<file path="config.mk">
export PLATFORM = sky130hd
export DESIGN_NAME = sr_cmd_gen
export DESIGN_NICKNAME = d
export VERILOG_FILES = /design/src/rtl/sr_cmd_gen_pkg.sv /design/src/rtl/sr_cmd_gen_btn_debounce.sv /design/src/rtl/sr_cmd_gen.sv
export SDC_FILE = /design/constraint.sdc
export NUM_CORES = 1
export LEC_CHECK = 0
export ABC_AREA = 1
export BUFFER_PORTS_ARGS = -buffer_cell sky130_fd_sc_hd__buf_2
export CAP_MARGIN = 10
export CORE_MARGIN = 5
export CORE_UTILIZATION = 40
export CTS_CLUSTER_DIAMETER = 50
export CTS_CLUSTER_SIZE = 8
export DETAILED_ROUTE_END_ITERATION = 10
export PLACE_DENSITY = 0.6
export RECOVER_POWER = 25
export SLEW_MARGIN = 20
export SYNTH_ARGS = -nofsm -noshare
export SYNTH_HDL_FRONTEND = slang
export SYNTH_HIERARCHICAL = 1
export SYNTH_SLANG_ARGS = --single-unit
</file>
<file path="constraint.sdc">
create_clock -name clk -period 2.2 [get_ports clk]
set_clock_uncertainty 0.1 [all_clocks]
set_input_delay 0.44 -clock clk [delete_from_list [all_inputs] [get_ports clk]]
set_output_delay 0.44 -clock clk [all_outputs]
set_load 0.02 [all_outputs]
</file>
<file path="src/rtl/sr_cmd_gen_pkg.sv">
`default_nettype none
// ============================================================================
// Module      : sr_cmd_pkg
// Description : Shared types and constants for the SR command generator.
//               - dbnc_state_t    : per-button debounce state, 2-bit encoding
//               - DBNC_CYCLES_DEF : default qualification length (10 ms @ 100 MHz)
//               - DBNC_SIM        : short qualification length for simulation
// Revision    : 1.0 - initial release
// ============================================================================
package sr_cmd_pkg;

  typedef enum logic [1:0] {
    IDLE    = 2'd0,  // debounced low
    WAIT_HI = 2'd1,  // rising, qualifying
    PRESSED = 2'd2,  // debounced high
    WAIT_LO = 2'd3   // falling, qualifying
  } dbnc_state_t;

  localparam int DBNC_CYCLES_DEF = 1_000_000;
  localparam int DBNC_SIM        = 4;

endpackage : sr_cmd_pkg
`default_nettype wire

</file>
<file path="src/rtl/sr_cmd_gen_btn_debounce.sv">
`default_nettype none
// ============================================================================
// Module      : btn_debounce
// Description : Two-flop synchroniser, four-state debounce FSM and
//               qualification counter for one raw pushbutton.
// Ports       : clk       in  system clock, rising edge
//               rst       in  synchronous reset, active-low
//               btn       in  raw asynchronous button, active-high
//               press_evt out registered one-cycle pulse on accepted press
//               deb_level out debounced level (high in PRESSED / WAIT_LO)
// Revision    : 1.0 - initial release
// ============================================================================
module btn_debounce
  import sr_cmd_pkg::*;
#(
  parameter int DBNC_CYCLES = DBNC_CYCLES_DEF,
  parameter int CNT_W       = 20
) (
  input  logic clk,
  input  logic rst,
  input  logic btn,
  output logic press_evt,
  output logic deb_level
);

  // Terminal count: the level must be seen for DBNC_CYCLES consecutive
  // cycles in a WAIT state (count 0 .. DBNC_CYCLES-1) before it is accepted.
  localparam logic [CNT_W-1:0] CNT_LAST = CNT_W'(DBNC_CYCLES - 1);

  logic             sy1;
  logic             sy2;
  dbnc_state_t      state;
  dbnc_state_t      state_nxt;
  logic [CNT_W-1:0] cnt;
  logic [CNT_W-1:0] cnt_nxt;
  logic             evt_nxt;

  // Synchroniser, state, counter and event register
  always_ff @(posedge clk) begin
    if (!rst) begin
      sy1       <= 1'b0;
      sy2       <= 1'b0;
      state     <= IDLE;
      cnt       <= '0;
      press_evt <= 1'b0;
    end else begin
      sy1       <= btn;
      sy2       <= sy1;
      state     <= state_nxt;
      cnt       <= cnt_nxt;
      press_evt <= evt_nxt;
    end
  end

  // Next-state logic. The counter is cleared on every state change so it
  // sits at zero in IDLE/PRESSED and only advances inside a WAIT state,
  // where it stops at CNT_LAST and therefore can never wrap.
  always_comb begin
    state_nxt = state;
    cnt_nxt   = cnt;
    evt_nxt   = 1'b0;
    case (state)
      IDLE: begin
        if (sy2) begin
          state_nxt = WAIT_HI;
          cnt_nxt   = '0;
        end
      end
      WAIT_HI: begin
        if (!sy2) begin
          state_nxt = IDLE;
          cnt_nxt   = '0;
        end else if (cnt == CNT_LAST) begin
          state_nxt = PRESSED;
          cnt_nxt   = '0;
          evt_nxt   = 1'b1;
        end else begin
          cnt_nxt = cnt + 1'b1;
        end
      end
      PRESSED: begin
        if (!sy2) begin
          state_nxt = WAIT_LO;
          cnt_nxt   = '0;
        end
      end
      WAIT_LO: begin
        if (sy2) begin
          state_nxt = PRESSED;
          cnt_nxt   = '0;
        end else if (cnt == CNT_LAST) begin
          // Release is accepted silently; only presses generate events.
          state_nxt = IDLE;
          cnt_nxt   = '0;
        end else begin
          cnt_nxt = cnt + 1'b1;
        end
      end
      default: begin
        state_nxt = IDLE;
        cnt_nxt   = '0;
      end
    endcase
  end

  assign deb_level = (state == PRESSED) || (state == WAIT_LO);

endmodule : btn_debounce
`default_nettype wire

</file>
<file path="src/rtl/sr_cmd_gen.sv">
`default_nettype none
// ============================================================================
// Module      : sr_cmd_gen
// Description : Turns two raw pushbuttons into clean, mutually exclusive
//               set/reset commands for the downstream SR flip-flop.
//               Each button is synchronised and debounced by btn_debounce;
//               this level only arbitrates and registers the outputs.
// Config      : SR_CMD_PULSE_EN defined -> s/r are one-cycle pulses on
//               press events, err pulses when both press in the same cycle.
//               Undefined (default)     -> level mode, s/r follow the
//               debounced levels, err held while both are high.
// Ports       : clk     in  system clock, rising edge
//               rst     in  synchronous reset, active-low
//               btn_set in  raw set pushbutton, active-high
//               btn_rst in  raw reset pushbutton, active-high
//               s       out registered set command
//               r       out registered reset command
//               err     out registered conflict flag
// Revision    : 1.0 - initial release
// ============================================================================
module sr_cmd_gen
  import sr_cmd_pkg::*;
#(
  parameter int DBNC_CYCLES = DBNC_CYCLES_DEF,
  parameter int CNT_W       = 20
) (
  input  logic clk,
  input  logic rst,
  input  logic btn_set,
  input  logic btn_rst,
  output logic s,
  output logic r,
  output logic err
);

  logic set_evt;
  logic rst_evt;
  logic set_lvl;
  logic rst_lvl;
  logic s_nxt;
  logic r_nxt;
  logic err_nxt;

  btn_debounce #(
    .DBNC_CYCLES (DBNC_CYCLES),
    .CNT_W       (CNT_W)
  ) u_dbnc_set (
    .clk       (clk),
    .rst       (rst),
    .btn       (btn_set),
    .press_evt (set_evt),
    .deb_level (set_lvl)
  );

  btn_debounce #(
    .DBNC_CYCLES (DBNC_CYCLES),
    .CNT_W       (CNT_W)
  ) u_dbnc_rst (
    .clk       (clk),
    .rst       (rst),
    .btn       (btn_rst),
    .press_evt (rst_evt),
    .deb_level (rst_lvl)
  );

  // Arbitration: a command is issued only when the other side is quiet,
  // so s and r can never be high together; overlap raises err instead.
`ifdef SR_CMD_PULSE_EN
  // Debounced levels are not needed here; sink them explicitly.
  logic unused_lvl;
  assign unused_lvl = set_lvl ^ rst_lvl;

  always_comb begin
    s_nxt   = set_evt & ~rst_evt;
    r_nxt   = rst_evt & ~set_evt;
    err_nxt = set_evt &  rst_evt;
  end
`else
  // Press events are not needed here; sink them explicitly.
  logic unused_evt;
  assign unused_evt = set_evt ^ rst_evt;

  always_comb begin
    s_nxt   = set_lvl & ~rst_lvl;
    r_nxt   = rst_lvl & ~set_lvl;
    err_nxt = set_lvl &  rst_lvl;
  end
`endif

  always_ff @(posedge clk) begin
    if (!rst) begin
      s   <= 1'b0;
      r   <= 1'b0;
      err <= 1'b0;
    end else begin
      s   <= s_nxt;
      r   <= r_nxt;
      err <= err_nxt;
    end
  end

endmodule : sr_cmd_gen
`default_nettype wire

</file>
# Word level (Yosys, flattened, before mapping)
# Index checks and enable logic that the tools add are counted.
# classes
addsub	2
n_eq_ne	16
muxes	26
n_reduce_logical	8
n_bitwise	5
# op_table
cell	n
20-bit two-way mux	10
20-bit one-hot mux with 4 select lines	2
20-bit by 1-bit adder with 20-bit output (second input constant)	2
20-bit == test (second input constant)	2
2-bit two-way mux	12
2-bit one-hot mux with 4 select lines	2
2-bit == test (second input constant)	4
4-bit AND reduction	2
3-bit by 1-bit != test with 1-bit output (second input constant)	2
3-bit != test (second input constant)	2
2-bit by 1-bit == test with 1-bit output (second input constant)	2
2-bit zero test	2
2-bit by 1-bit != test with 1-bit output (second input constant)	2
2-bit != test (second input constant)	2
2-bit AND reduction	2
1-bit AND	3
1-bit logical OR	2
1-bit inverter	2
# word_totals
in_bits	4
reg_bits	51
word_cells	68

# Logic depth before layout (Yosys ltp)
# logic_depth
word_depth	4
ltp_mapped	10
depth_no_buf	10

# Modules after synthesis
# The synthesis kept the hierarchy.
# by_module_without_submodules
module	seq_area_each_um2	area_per_inst_um2	cells_per_inst	n_inst
btn_debounce	500.5	1501.4	234	2
sr_cmd_gen	60.1	82.6	9	1

# Worst setup path before layout
# Ideal clock, no wire load.
# synth_path
path_type	reg2reg
from	register u_dbnc_rst.cnt[1]
to	register u_dbnc_rst.cnt[11]
synth_period_minus_slack_ns	1.585
slack_ns	0.615
path_stages_with_launch	10
arrival_time_ns	1.357
setup_ns	0.128
cell_sequence	dfxtp_1 ha_1 nand2_4 nor2_8 nand2_4 nor2_4 a21boi_4 buf_6 a21oi_2 nor2_1
# synth_via
elab_chain_len	4
elab_cells_between_ends	6
classes_between	add/sub (1); eq/ne (1); mux (4)
# synth_rtl
element	line_no	rtl
start, declared	sr_cmd_gen_btn_debounce.sv:34	logic [CNT_W-1:0] cnt;
start signal, assigned	sr_cmd_gen_btn_debounce.sv:50	cnt <= cnt_nxt;
20-bit by 1-bit adder with 20-bit output / 20-bit == test (equally long branches)	-	
20-bit two-way mux (*)	sr_cmd_gen_btn_debounce.sv:73, sr_cmd_gen_btn_debounce.sv:91	
20-bit two-way mux, on equally long branches	sr_cmd_gen_btn_debounce.sv:88, sr_cmd_gen_btn_debounce.sv:70	
20-bit one-hot mux with 4 select lines (*)	sr_cmd_gen_btn_debounce.sv:62	case (state)
# Every way passes the cells marked *; elsewhere a longest branch is shown, timed or not.
# A chain may end at the register's enable or synchronous reset.

# Worst setup path in the final report
# layout_path
from	register u_dbnc_set.cnt[0]
to	register u_dbnc_set.cnt[13]
# layout_via
elab_chain_len	4
elab_cells_between_ends	6
classes_between	add/sub (1); eq/ne (1); mux (4)
# layout_rtl
element	line_no
start, declared	sr_cmd_gen_btn_debounce.sv:34
start signal, assigned	sr_cmd_gen_btn_debounce.sv:50
20-bit by 1-bit adder with 20-bit output / 20-bit == test (equally long branches)	-
20-bit two-way mux (*)	sr_cmd_gen_btn_debounce.sv:73, sr_cmd_gen_btn_debounce.sv:91
20-bit two-way mux, on equally long branches	sr_cmd_gen_btn_debounce.sv:88, sr_cmd_gen_btn_debounce.sv:70
20-bit one-hot mux with 4 select lines (*)	sr_cmd_gen_btn_debounce.sv:62
# Marked as above.

==> results.json <==
{
  "cp-endpoint": "u_dbnc_set/cnt[13]",
  "grt_usage_pct": 16.1,
  "io_buffers": 6,
  "clock.fmax_ghz": 0.543,
  "grt_pass1_vias": 2695,
  "nets": 473,
  "pwr-share-seq_pct": 51.7,
  "gp_congestion": 0.859,
  "overflow": 0,
  "cts_num_sinks": 51,
  "start_util_pct": 41.2,
  "die_y_microns": 96.4,
  "syn_area_sq_um": 2990,
  "ctsResizeCount": 0,
  "fin_total_pwr_mw": 1.81,
  "cts_buffers": 5,
  "outcome": "completed",
  "worstSetupPathType": "register to register",
  "row_count": 31,
  "max_slew_margin_pct": 65.1,
  "timing.rr.end": "u_dbnc_set/cnt[13]",
  "r2r_setup_slack_ns": 0.36,
  "p_int_mw": 1.41,
  "syn_to_final_growth_pct": 7.83,
  "drt-total-wl_microns": 6650,
  "num-fill-cells": 790,
  "critPathMaxFanout": 17,
  "hpwl_microns": 4840,
  "avgSynthCellArea_sq_um": 6.45,
  "slew_viol_final": 0,
  "path_buf_inv": 0,
  "p_clk_share_pct": 44.2,
  "syn-num-nets": 469,
  "fp.dieW_microns": 96.4,
  "crit_path_start_kind": "register",
  "min_path_type": "primary input to register",
  "p_comb_share_pct": 4.0,
  "clock_path_buffers": 2,
  "drive_gt1_share_pct": 8.76,
  "p_switching_mw": 0.401,
  "hold_viol": 0,
  "diodes": 0,
  "final_cells": 567,
  "clock-root-buffer": "clkbuf_8",
  "powerDensity_nw_per_um2": 561,
  "synth_warnings": 6,
  "cp.arrival_ns": 1.98,
  "crit_cells": 8,
  "ant_nets": 0,
  "holdBufCountCts": 0,
  "finalSetupTns_ns": 0,
  "period_minus_slack_ns": 1.84,
  "drtIter0Drc": 81,
  "cpPeakStageDelay_ns": 0.44,
  "crit_family": "compound AO/OA/AOI/OAI gates",
  "drv_cap": 0,
  "die_area_sq_um": 9300,
  "critical_path.cell_chain": "ha_1 -> nand2_4 -> nor2_8 -> nand2_4 -> nor2_4 -> a21boi_4 -> o21ai_0 -> a21oi_1",
  "path_clk_slew_ns": 0.11,
  "worst_pin_slew_ns": 0.521,
  "coreArea_sq_um": 7250,
  "r2r_cells": 8,
  "htree_levels": 2,
  "first_pass_iters": 4,
  "sw_frac_of_total_pct": 22.2,
  "clk_latency_ns": 0.31,
  "cts_setup_buffers": 0,
  "startpoint": "u_dbnc_set/cnt[0]",
  "routedWlPerCell_microns": 11.7,
  "cp_common_cell": "nand2_4",
  "cp-end-kind": "register",
  "cpMaxStageDelayCell": "a21boi_4",
  "grt_max_degree": 18,
  "ir_drop_mv": 0.225,
  "fin_util_pct": 44.4,
  "setup_viol": 0,
  "postSynthCellCount": 463,
  "worst_hold_path.num_cells": 3,
  "place_inst": 559,
  "grt_pass1_wl_microns": 11900,
  "leakagePower_nw": 1.24,
  "antenna_found_initial": 0,
  "rsz0062_at_grt": "no",
  "crit-reg2reg-launch": "u_dbnc_set/cnt[0]",
  "dr_total_vias": 2758,
  "post-route-drc-count": 0,
  "fin_crit_sh_pct": 83.7,
  "worstPathRequired_ns": 2.34,
  "cts_tree": "built",
  "ios": 7,
  "vias_per_cell": 4.86
}
worst min path at each step:
stage	slack [ns]	from	endpoint
final	0.20	btn_set	u_dbnc_set/sy1
after global routing	0.20	btn_set	u_dbnc_set/sy1
after global placement	0.31	u_dbnc_set/sy1	u_dbnc_set/sy2
after detailed placement	0.31	u_dbnc_set/sy1	u_dbnc_set/sy2
after CTS	0.20	btn_set	u_dbnc_set/sy1
after floorplan	0.29	u_dbnc_rst/sy1	u_dbnc_rst/sy2
layout make-up:
class / instances / area, sq um / area share (%)
Multi-Input combinational cell: 343 / 1680 / 52.2
Sequential cell: 51 / 1020 / 31.7
Inverter: 59 / 221 / 6.87
Tap cell: 99 / 124 / 3.84
Clock inverter: 3 / 71.3 / 2.21
Clock buffer: 5 / 68.8 / 2.14
Timing Repair Buffer: 7 / 32.5 / 1.01
power by group through the flow:
stage	Sequential [mW]	Combinational, mW	Clock [mW]
2_1_floorplan	0.955	0.0543	0
4_1_cts	0.936	0.0757	0.828
6_report	0.936	0.0728	0.800
3_5_place_dp	0.957	0.0756	0
3_3_place_gp	0.957	0.0746	0
5_1_grt	0.937	0.0834	0.872
worst reg2reg max path, stage by stage (launching register included):
cell      delay, ns
dfxtp_1        0.35
ha_1           0.26
nand2_4        0.12
nor2_8         0.05
nand2_4        0.08
nor2_4         0.05
a21boi_4       0.44
o21ai_0        0.18
a21oi_1        0.15
flip-flops by register name (all words and copies together) (netlist names), named ones only:
register and cells:
u_dbnc_set/cnt 20, u_dbnc_set/sy1 1, u_dbnc_set/sy2 1, u_dbnc_rst/sy1 1, u_dbnc_set/state 1, u_dbnc_rst/cnt 20, u_dbnc_rst/sy2 1, s 1
r 1, err 1, u_dbnc_rst/state 1
routing by layer:
layer,wire length [microns],global-route usage (%),vias up
met3,161,2.63,4
met2,3310,29.3,32
met5,0,0,-
met4,53,4.21,0
li1,-,-,1468
met1,3130,19.4,1254
stage by stage:
step / setup slack [ns] / hold slack [ns] / area, sq um
6_report: 0.359 / 0.205 / 3220
4_1_cts: 0.365 / 0.199 / 3230
3_5_place_dp: 0.386 / 0.307 / 3090
2_1_floorplan: 0.615 / 0.290 / 2990
3_3_place_gp: 0.440 / 0.305 / 3090
5_1_grt: 0.166 / 0.201 / 3220
layout by cell type (no fill, tap or decap), drive strengths merged, types with 3 or more instances in the layout:
master / count
nand3: 42
nand2: 148
nand4: 4
a21oi: 40
dfxtp: 51
nor2: 69
xnor2: 4
o21bai: 4
o21ai: 18
buf: 3
inv: 60
clkbuf: 9
(Power assumes the default switching activity.)
